--- src/rtl/adc_pkg.sv ---
// Shared constants and helpers for the ADC channel aligner and its FIFOs.
package adc_pkg;

  // Default geometry: four channels of I/Q sample pairs, eight entries deep.
  localparam int NUM_CH_DEF = 4;
  localparam int CH_W_DEF   = 24;
  localparam int DEPTH_DEF  = 8;

  // Each channel word carries two lanes (I and Q) of this width.
  localparam int LANE_W     = 12;

  // Fill counters must represent 0..DEPTH inclusive, hence one extra bit.
  function automatic int cnt_width(input int depth);
    return $clog2(depth) + 1;
  endfunction

endpackage

--- src/rtl/sync_fifo.sv ---
// Single-clock show-ahead FIFO with binary pointers and an explicit fill count.
// A write into a full FIFO is accepted only when a read retires an entry in
// the same cycle; otherwise it is ignored here and reported by the parent.
module sync_fifo
  import adc_pkg::*;
#(
  parameter int WIDTH = CH_W_DEF,
  parameter int DEPTH = DEPTH_DEF,
  localparam int CNT_W = cnt_width(DEPTH)
) (
  input  logic             clk_i,
  input  logic             rst_i,
  input  logic             flush_i,
  input  logic             wr_en_i,
  input  logic [WIDTH-1:0] wr_data_i,
  input  logic             rd_en_i,
  output logic [WIDTH-1:0] rd_data_o,
  output logic             full_o,
  output logic             empty_o,
  output logic [CNT_W-1:0] level_o
);

  localparam int PTR_W = $clog2(DEPTH);
  localparam logic [CNT_W-1:0] LEVEL_FULL = CNT_W'(DEPTH);
  localparam logic [CNT_W-1:0] LEVEL_ONE  = CNT_W'(1);
  localparam logic [PTR_W-1:0] PTR_ONE    = PTR_W'(1);

  logic [WIDTH-1:0] mem_r [DEPTH];
  logic [PTR_W-1:0] wr_ptr_r;
  logic [PTR_W-1:0] rd_ptr_r;
  logic [CNT_W-1:0] level_r;
  logic             wr_acc_s;
  logic             rd_acc_s;

  assign full_o    = (level_r == LEVEL_FULL);
  assign empty_o   = (level_r == {CNT_W{1'b0}});
  assign rd_acc_s  = rd_en_i & ~empty_o;
  assign wr_acc_s  = wr_en_i & (~full_o | rd_acc_s);
  assign rd_data_o = mem_r[rd_ptr_r];
  assign level_o   = level_r;

  // Storage array: captures accepted writes; not reset since level gates reads.
  always_ff @(posedge clk_i) begin
    if (wr_acc_s && !rst_i && !flush_i) begin
      mem_r[wr_ptr_r] <= wr_data_i;
    end
  end

  // Pointer and fill-count bookkeeping; reset and flush both empty the FIFO.
  always_ff @(posedge clk_i) begin
    if (rst_i || flush_i) begin
      wr_ptr_r <= {PTR_W{1'b0}};
      rd_ptr_r <= {PTR_W{1'b0}};
      level_r  <= {CNT_W{1'b0}};
    end else begin
      if (wr_acc_s) begin
        wr_ptr_r <= wr_ptr_r + PTR_ONE;
      end
      if (rd_acc_s) begin
        rd_ptr_r <= rd_ptr_r + PTR_ONE;
      end
      case ({wr_acc_s, rd_acc_s})
        2'b10:   level_r <= level_r + LEVEL_ONE;
        2'b01:   level_r <= level_r - LEVEL_ONE;
        default: level_r <= level_r;
      endcase
    end
  end

endmodule

--- src/rtl/adc_channel_aligner.sv ---
// Buffers NUM_CH independent ADC sample streams and emits one packed frame
// (one sample per channel) whenever every channel has data, over valid/ready.
// Also tracks sticky per-channel overflow and exposes per-channel fill levels.
module adc_channel_aligner
  import adc_pkg::*;
#(
  parameter int NUM_CH = NUM_CH_DEF,
  parameter int CH_W   = CH_W_DEF,
  parameter int DEPTH  = DEPTH_DEF,
  localparam int CNT_W = cnt_width(DEPTH)
) (
  input  logic                    clk_i,
  input  logic                    rst_i,
  input  logic                    flush_i,
  input  logic [NUM_CH-1:0]       wr_en_i,
  input  logic [NUM_CH*CH_W-1:0]  wr_data_i,
  output logic [NUM_CH*CH_W-1:0]  data_o,
  output logic                    valid_o,
  input  logic                    ready_i,
  output logic [NUM_CH-1:0]       ovf_o,
  input  logic                    clr_ovf_i,
  output logic [NUM_CH*CNT_W-1:0] level_o
);

  logic [NUM_CH-1:0]       full_s;
  logic [NUM_CH-1:0]       empty_s;
  logic [NUM_CH*CH_W-1:0]  head_s;
  logic [NUM_CH*CNT_W-1:0] level_s;
  logic                    pop_s;
  logic [NUM_CH-1:0]       ovf_evt_s;

  logic [NUM_CH*CH_W-1:0]  data_r;
  logic                    valid_r;
  logic [NUM_CH-1:0]       ovf_r;

  // One FIFO per channel; all are read together by the shared pop decision.
  for (genvar k = 0; k < NUM_CH; k++) begin : g_ch
    sync_fifo #(
      .WIDTH (CH_W),
      .DEPTH (DEPTH)
    ) u_fifo (
      .clk_i     (clk_i),
      .rst_i     (rst_i),
      .flush_i   (flush_i),
      .wr_en_i   (wr_en_i[k]),
      .wr_data_i (wr_data_i[CH_W*k +: CH_W]),
      .rd_en_i   (pop_s),
      .rd_data_o (head_s[CH_W*k +: CH_W]),
      .full_o    (full_s[k]),
      .empty_o   (empty_s[k]),
      .level_o   (level_s[CNT_W*k +: CNT_W])
    );
  end

  // Pop only when every channel has a sample and the output slot is free
  // or being consumed this cycle; ready_i is the only combinational input.
  always_comb begin
    pop_s = 1'b0;
    if ((&(~empty_s)) && (!valid_r || ready_i)) begin
      pop_s = 1'b1;
    end else begin
      pop_s = 1'b0;
    end
  end

  // A write is lost only when its FIFO is full and no pop frees a slot.
  // Flush discards writes silently, so it never raises an overflow.
  always_comb begin
    ovf_evt_s = {NUM_CH{1'b0}};
    if (!flush_i && !pop_s) begin
      ovf_evt_s = wr_en_i & full_s;
    end else begin
      ovf_evt_s = {NUM_CH{1'b0}};
    end
  end

  // Output stage: load a frame on pop, retire it on ready, otherwise hold.
  always_ff @(posedge clk_i) begin
    if (rst_i || flush_i) begin
      data_r  <= {(NUM_CH*CH_W){1'b0}};
      valid_r <= 1'b0;
    end else if (pop_s) begin
      data_r  <= head_s;
      valid_r <= 1'b1;
    end else if (ready_i) begin
      data_r  <= data_r;
      valid_r <= 1'b0;
    end else begin
      data_r  <= data_r;
      valid_r <= valid_r;
    end
  end

  // Sticky overflow flags; a new overflow wins over a simultaneous clear.
  always_ff @(posedge clk_i) begin
    if (rst_i) begin
      ovf_r <= {NUM_CH{1'b0}};
    end else if (clr_ovf_i) begin
      ovf_r <= ovf_evt_s;
    end else begin
      ovf_r <= ovf_r | ovf_evt_s;
    end
  end

  assign data_o  = data_r;
  assign valid_o = valid_r;
  assign ovf_o   = ovf_r;
  assign level_o = level_s;

endmodule

--- config.mk ---
export PLATFORM = sky130hd
export DESIGN_NAME = adc_channel_aligner
export DESIGN_NICKNAME = d
export VERILOG_FILES = /design/src/rtl/adc_pkg.sv /design/src/rtl/sync_fifo.sv /design/src/rtl/adc_channel_aligner.sv
export SDC_FILE = /design/constraint.sdc
export NUM_CORES = 1
export LEC_CHECK = 0
export CAP_MARGIN = 30
export CORE_MARGIN = 3
export CORE_UTILIZATION = 50
export CTS_CLUSTER_SIZE = 14
export DETAILED_ROUTE_END_ITERATION = 8
export GPL_ROUTABILITY_DRIVEN = 0
export PLACE_DENSITY = 0.69
export SLEW_MARGIN = 20
export SYNTH_ARGS = -nofsm -noshare
export SYNTH_HDL_FRONTEND = slang
export SYNTH_SLANG_ARGS = --single-unit
export TNS_END_PERCENT = 5
--- constraint.sdc ---
create_clock -name clk_i -period 5.5 [get_ports clk_i]
set_input_delay 0.55 -clock clk_i [delete_from_list [all_inputs] [get_ports clk_i]]
set_output_delay 0.55 -clock clk_i [all_outputs]
set_load 0.005 [all_outputs]
==> results of run 1 <==
## cells in the final DEF, fill, tap and decap left out, drive strengths merged, types with 6 or more instances in the layout
cell | Yosys | final
xor2 | 18 | 18
nand2b | 6 | 6
mux2i | 96 | 96
nand3 | 14 | 14
mux4 | 192 | 192
a21oi | 28 | 28
clkbuf | 41 | 138
nor4 | 8 | 8
nor3 | 9 | 9
nor2 | 159 | 159
dfxtp | 141 | 141
or3 | 8 | 8
a211oi | 96 | 96
nand2 | 21 | 21
edfxtp | 768 | 768
clkdlybuf4s50 | 0 | 221
ha | 19 | 19
clkinv | 0 | 20
buf | 54 | 48
inv | 18 | 21
xnor2 | 8 | 8
o21ai | 7 | 7
## power groups by stage
stage | sequential, W | clock [W] | combinational (W)
floorplan | 0.00766 | 0 | 0.0000882
global placement | 0.00765 | 0 | 0.000262
detailed placement | 0.00766 | 0 | 0.000278
CTS | 0.00751 | 0.00626 | 0.000279
global route | 0.00751 | 0.00656 | 0.000301
finish | 0.00751 | 0.00612 | 0.000277
## flip-flops by register name, summed over array words and instances (netlist names)
signal                count
g_ch.u_fifo.mem_r       768
g_ch.u_fifo.rd_ptr_r     12
valid_o                   1
ovf_o                     4
g_ch.u_fifo.wr_ptr_r     12
g_ch.u_fifo.level_o      16
data_o                   96
## routing by layer
| layer | part of all wire, % | GRT usage, % | up-vias |
|---|---|---|---|
| met5 | 0.11 | 0 | - |
| met4 | 1.4 | 4.808 | 10 |
| met3 | 6.3 | 4.681 | 89 |
| met2 | 49 | 33.22 | 446 |
| met1 | 43 | 28.34 | 8862 |
| li1 | - | - | 7631 |
## stage by stage
step	instance area (um2)	setup WS (ns)	hold WS [ns]
final	40930	2.081	0.4963
after global routing	40930	1.805	0.5235
after global placement	37770	1.484	0.4852
after CTS	40920	2.045	0.4999
after floorplan	34430	1.234	0.4716
after detailed placement	37920	1.491	0.4915
## cell type report
| class | instances | share of cell area, % |
|---|---|---|
| flip-flops and latches | 909 | 63.29 |
| multi-input cells | 727 | 19.96 |
| repair buffers | 269 | 6.542 |
| clock buffers | 138 | 6.517 |
| well taps | 873 | 2.669 |
| clock inverters | 33 | 0.8192 |
| inverters | 18 | 0.1773 |
| diodes | 3 | 0.01834 |
## logic make-up (layout without fill, tap and decap cells)
group | after synthesis | count (layout) | share of synthesized area, %
buffers and inverters | 113 | 458 | 1.439
AOI/OAI and AO/OA | 146 | 146 | 3.056
xor gates and xnor gates | 26 | 26 | 0.6614
DFF | 909 | 909 | 75.18
other | 0 | 3 | 0
muxes | 289 | 289 | 15.38
and+or+nand+nor | 243 | 243 | 3.354
adders and majority gates | 23 | 23 | 0.9231
## worst min-delay path, cell delays in order, from the launching register on
cell	delay [ns]
dfxtp_1	0.31
nor2_1	0.09
a211oi_1	0.05
## how the worst max path moves through the flow
stage,from,end,slack (ns)
after floorplan,ready_i,g_ch[2].u_fifo.mem_r[1][0]$_DFFE_PP_,1.23
after global placement,ready_i,g_ch[2].u_fifo.level_o[3]$_SDFFE_PP0P_,1.48
after detailed placement,ready_i,g_ch[2].u_fifo.level_o[3]$_SDFFE_PP0P_,1.49
after CTS,g_ch[0].u_fifo.level_o[0]$_SDFFE_PP0P_,g_ch[2].u_fifo.level_o[3]$_SDFFE_PP0P_,2.04
after global routing,g_ch[0].u_fifo.level_o[0]$_SDFFE_PP0P_,g_ch[2].u_fifo.level_o[3]$_SDFFE_PP0P_,1.80
final,g_ch[0].u_fifo.level_o[0]$_SDFFE_PP0P_,g_ch[2].u_fifo.level_o[3]$_SDFFE_PP0P_,2.08
==> metrics, run 1 <==
critical path capture point type flop; Post-CTS Hold Buffers 0; Skew-Pair Late Insertion Delay 0.64 ns; Required @ worst endpoint 6.07 ns; share of cells above drive strength 1 20.96%; All-Layer GR Usage 20.35%; Worst EP arrival 3.98 ns; cell count of the worst reg-to-reg path 11; CTS clk-pin slew, worst paths 0.06 ns; Die H 268.4 um; top-area cell type share of the netlist area 66.98%; DRT Pass-1 Iters 5; grt ovf 0; Hold Vio Cnt, Final 0; Die ar. 72040 um2; clk sinks 909; storage element area 25910 um2; Synth Register Bits 909; R2R Setup Slk 2.08 ns; Crit-path slowest cell inv_6; H-tree lvl count 3; part of the power in combinational logic 2.0%; 1st-iter DRT viols 1461; Final Setup Violations 0; I/O Buffers 221; Max Freq 292.5 MHz; Pint 0.01121 W; Final nets 2144; Layout Skew 0.02891 ns; Crit Path Max Fanout 101; Root Buffer clkbuf_16; Ports 222; Peak VDD IR 273.2 uV; Synth Flop Type edfxtp_1; asr flop ratio synth 0%; Post-synth EDFFs 768; Avg Cell Area, Syn 19.69 um2; non-filler cells, final 2970; CP Launch Type flop; min-delay src data_o[29]$_SDFFE_PP0N_; setup tns final 0 ns; Commonest cells post-synth edfxtp_1 (768), mux4_2 (192), nor2_1 (158); CORE AREA 67630 um2; # rows 95; post-cts sizing count 0; routed wire length per instance 24.17 um; CTS Buf Count 91; most common cell in the netlist edfxtp_1; syn_nets 1877; area leader, netlist edfxtp_1; Synth area leaders edfxtp_1 (67%), mux4_2 (13%), dfxtp_1 (8.2%); hold endpoint data_o[29]$_SDFFE_PP0N_; synthesis warning total 0; switching part of the total 19.42%; number of vias per cell 5.737; placed wire-length estimate 40640 um; Max clock buf depth 3; Worst slew margin 36.66%; Max Cap Viol 0; area taken by multi-input logic gates 8172 um2; critical-path cell list nor4_4, nor3_4, nand2_2, inv_6, ha_1, ha_1, a21o_1, a21oi_1, xnor2_1, or3_1, a21oi_1; hold path cells 2; Setup Fix Bufs, Post-CTS 0; CTS tree built; largest net degree at the start of global routing 102; sequential power share 54.0%; outcome completed; post-route DRC violation count 0; sw power 0.002700 W; Final period util 62.16%; mapped cell area 34430 um2; reg-to-reg startpoint g_ch[0].u_fifo.level_o[0]$_SDFFE_PP0P_; Min Clock Period, post-route 3.419 ns; Die X 268.4 um; RSZ-0062 raised after global routing false; Total Power 0.01391 W; sequential share of the synthesized area 75.18%; critical path type flop to flop; Tightest Pin Transition 0.9479 ns; Starting Density 50.91%; Post-Route WL 71790 um; first-pass GRT wire length 109600 um; final core occ 60.52%; Levels on crit path 11; fill count 4793; Antenna Nets Post-Route 0; crit-path max cell delay 0.62 ns; Syn Inst Count 1749; CP delay by family, top simple AND/OR/NAND/NOR gates; placed instance count 2796; Layout area overhead 18.89%; DR vias 17038; clock network fraction of total power 44.0%; vias in the first global route 17724; pwr dens 339.7 nW/um2; Buf+Inv Stages, Crit Path 1; Worst Hold Class flop to flop; Leakage 12.47 nW; Cell variety after synth 49; initial antenna violation count 6; Final Max Tran Viols 0; reg-to-reg critical path endpoint g_ch[2].u_fifo.level_o[3]$_SDFFE_PP0P_
Note: power is estimated with default switching activity, not from simulation.
==> run 2: changes to the inputs <==
--- a/config.mk
+++ b/config.mk
@@ -11,7 +11,7 @@
 export CTS_CLUSTER_SIZE = 14
 export DETAILED_ROUTE_END_ITERATION = 8
 export GPL_ROUTABILITY_DRIVEN = 0
-export PLACE_DENSITY = 0.69
+export PLACE_DENSITY = 0.72
 export SLEW_MARGIN = 20
 export SYNTH_ARGS = -nofsm -noshare
 export SYNTH_HDL_FRONTEND = slang
==> constraint.sdc (replaced) <==
create_clock -name clk_i -period 3.1 [get_ports clk_i]
set_input_delay 0.31 -clock clk_i [delete_from_list [all_inputs] [get_ports clk_i]]
set_output_delay 0.31 -clock clk_i [all_outputs]
set_load 0.005 [all_outputs]
==> run 2 against run 1 <==
Core utilization up 0.95 points. Clock skew is 0.0060 ns lower. Die area stayed put. Non-clock buffer count grew 35. Combinational power up 84%. Worst hold slack worse by 0.11 ns. Global-route usage down 0.25 points. Critical path type unchanged. Largest power group unchanged. Highest routed layer unchanged.
==> metrics, run 2 (synthesis results as in run 1) <==
Final period util 96.01%; part of the power in combinational logic 2.1%; Max clock buf depth 3; Final nets 2180; critical path capture point type flop; DR vias 17160; number of vias per cell 5.710; grt ovf 0; largest net degree at the start of global routing 121; max FFs per register 768; hold slack 0.3898 ns; Tightest Pin Transition 0.9539 ns; Pint 0.01985 W; clock network fraction of total power 43.8%; Critical path origin g_ch[0].u_fifo.level_o[0]$_SDFFE_PP0P_; Antenna Nets Post-Route 0; Finished Cell Area 41570 um2; RSZ-0062 raised after global routing true; outcome completed; Final Max Tran Viols 0; 1st-iter DRT viols 1243; clk sinks 909; reg-to-reg startpoint g_ch[0].u_fifo.level_o[0]$_SDFFE_PP0P_; Required @ worst endpoint 3.62 ns; Leakage 12.69 nW; most common cell after layout, fill and taps aside edfxtp_1; # rows 95; Die X 268.4 um; CP endpoint g_ch[0].u_fifo.level_o[3]$_SDFFE_PP0P_; Post-Route WL 70860 um; Ports 222; R2R Setup Slk 0.12 ns; first-pass GRT wire length 109100 um; sw power 0.004757 W; Min Clock Period, post-route 2.976 ns; CTS clk-pin slew, worst paths 0.06 ns; switching part of the total 19.33%; Crit Path Max Fanout 6; Worst Hold Class input pin to flop; Most flops, register g_ch.u_fifo.mem_r; Max Freq 336.0 MHz; Die H 268.4 um; final core occ 61.47%; routed wire length per instance 23.58 um; placed wire-length estimate 41990 um; post-route DRC violation count 0; reg-to-reg critical path endpoint g_ch[0].u_fifo.level_o[3]$_SDFFE_PP0P_; initial antenna violation count 3; most frequent cells in the layout edfxtp_1 (768), clkdlybuf4s50_1 (221), mux4_2 (192); Max Cap Viol 0; Root Buffer clkbuf_16; CORE AREA 67630 um2; final worst slack 0.1236 ns; Layout Skew 0.02292 ns; cell count of the worst reg-to-reg path 10; Setup WS pre-CTS -0.1406 ns; CTS Buf Count 92; Die ar. 72040 um2; CTS tree built; Setup Fix Bufs, Post-CTS 0; DRT Pass-1 Iters 5; Hold Vio Cnt, Final 0; Worst EP arrival 3.50 ns; I/O Buffers 221; Starting Density 50.91%; Worst slew margin 36.41%; Peak VDD IR 462.0 uV; Layout area overhead 20.75%; sequential power share 54.1%; pwr dens 592.0 nW/um2; All-Layer GR Usage 20.10%; H-tree lvl count 3; CP Launch Type flop; post-placement cell area 38590 um2; critical path type flop to flop; vias in the first global route 18272; Skew-Pair Late Insertion Delay 0.63 ns; share of cells above drive strength 1 21.75%; Final Setup Violations 0
==> run 2: how the worst min path moves through the flow <==
stage	cells after the start	slack, ns	startpoint	end
6_report	4	0.39	clr_ovf_i	ovf_o[1]$_SDFF_PP0_
5_1_grt	1	0.40	wr_data_i[57]	g_ch[2].u_fifo.mem_r[2][9]$_DFFE_PP_
4_1_cts	4	0.35	clr_ovf_i	ovf_o[3]$_SDFF_PP0_
2_1_floorplan	1	0.38	rst_i	ovf_o[0]$_SDFF_PP0_
3_5_place_dp	2	0.48	g_ch[2].u_fifo.rd_ptr_r[1]$_SDFFE_PP0P_	g_ch[2].u_fifo.rd_ptr_r[1]$_SDFFE_PP0P_
3_3_place_gp	2	0.46	g_ch[2].u_fifo.rd_ptr_r[1]$_SDFFE_PP0P_	g_ch[2].u_fifo.rd_ptr_r[1]$_SDFFE_PP0P_
==> run 2: cell type report <==
type | count | area, um2
fill | 4665 | 26060
clock buffer | 131 | 2519
tap | 873 | 1092
timing repair buffer | 304 | 3336
sequential | 909 | 25910
clock inverter | 40 | 435.4
multi-input combinational | 727 | 8200
antenna | 3 | 7.507
inverter | 18 | 75.07
==> run 2: power by group through the flow <==
stage / logic (W) / clock network (W) / registers (W)
6_report: 0.000511 / 0.0108 / 0.0133
5_1_grt: 0.000557 / 0.0115 / 0.0133
4_1_cts: 0.000517 / 0.0110 / 0.0133
3_5_place_dp: 0.000514 / 0 / 0.0136
3_3_place_gp: 0.000491 / 0 / 0.0136
2_1_floorplan: 0.000158 / 0 / 0.0136
==> run 2: repair_timing <==
action / 4_1_cts / 5_1_grt
resized for setup: 0 / 1
setup endpoints to repair: 0 / 2
hold buffers: 0 / 0
==> run 2: critical path: stages, from the launching register on <==
cell	delay, ns
dfxtp_1	0.51
nor4_4	0.14
or3_1	0.40
or3_1	0.37
inv_1	0.10
ha_1	0.23
a21o_1	0.19
a21o_1	0.18
or4_1	0.45
nand3_1	0.11
nor3b_1	0.20
==> run 2: stage by stage <==
step	power, W	std cells	TNS (ns)
after global routing	0.02539	3003	-0.01127
after floorplan	0.01374	1749	-43.72
after CTS	0.02487	3001	0
after global placement	0.01407	2829	-0.05024
final	0.02461	3005	0
after detailed placement	0.01410	2830	-0.2734
==> run 2: metal layers <==
layer  up-vias  track usage, %  wire length (um)
li1       7695               -                 -
met1      8933           27.22             29800
met2       438           33.63             35520
met3        92           4.681              4197
met4         2           4.676              1333
met5         -               0                13
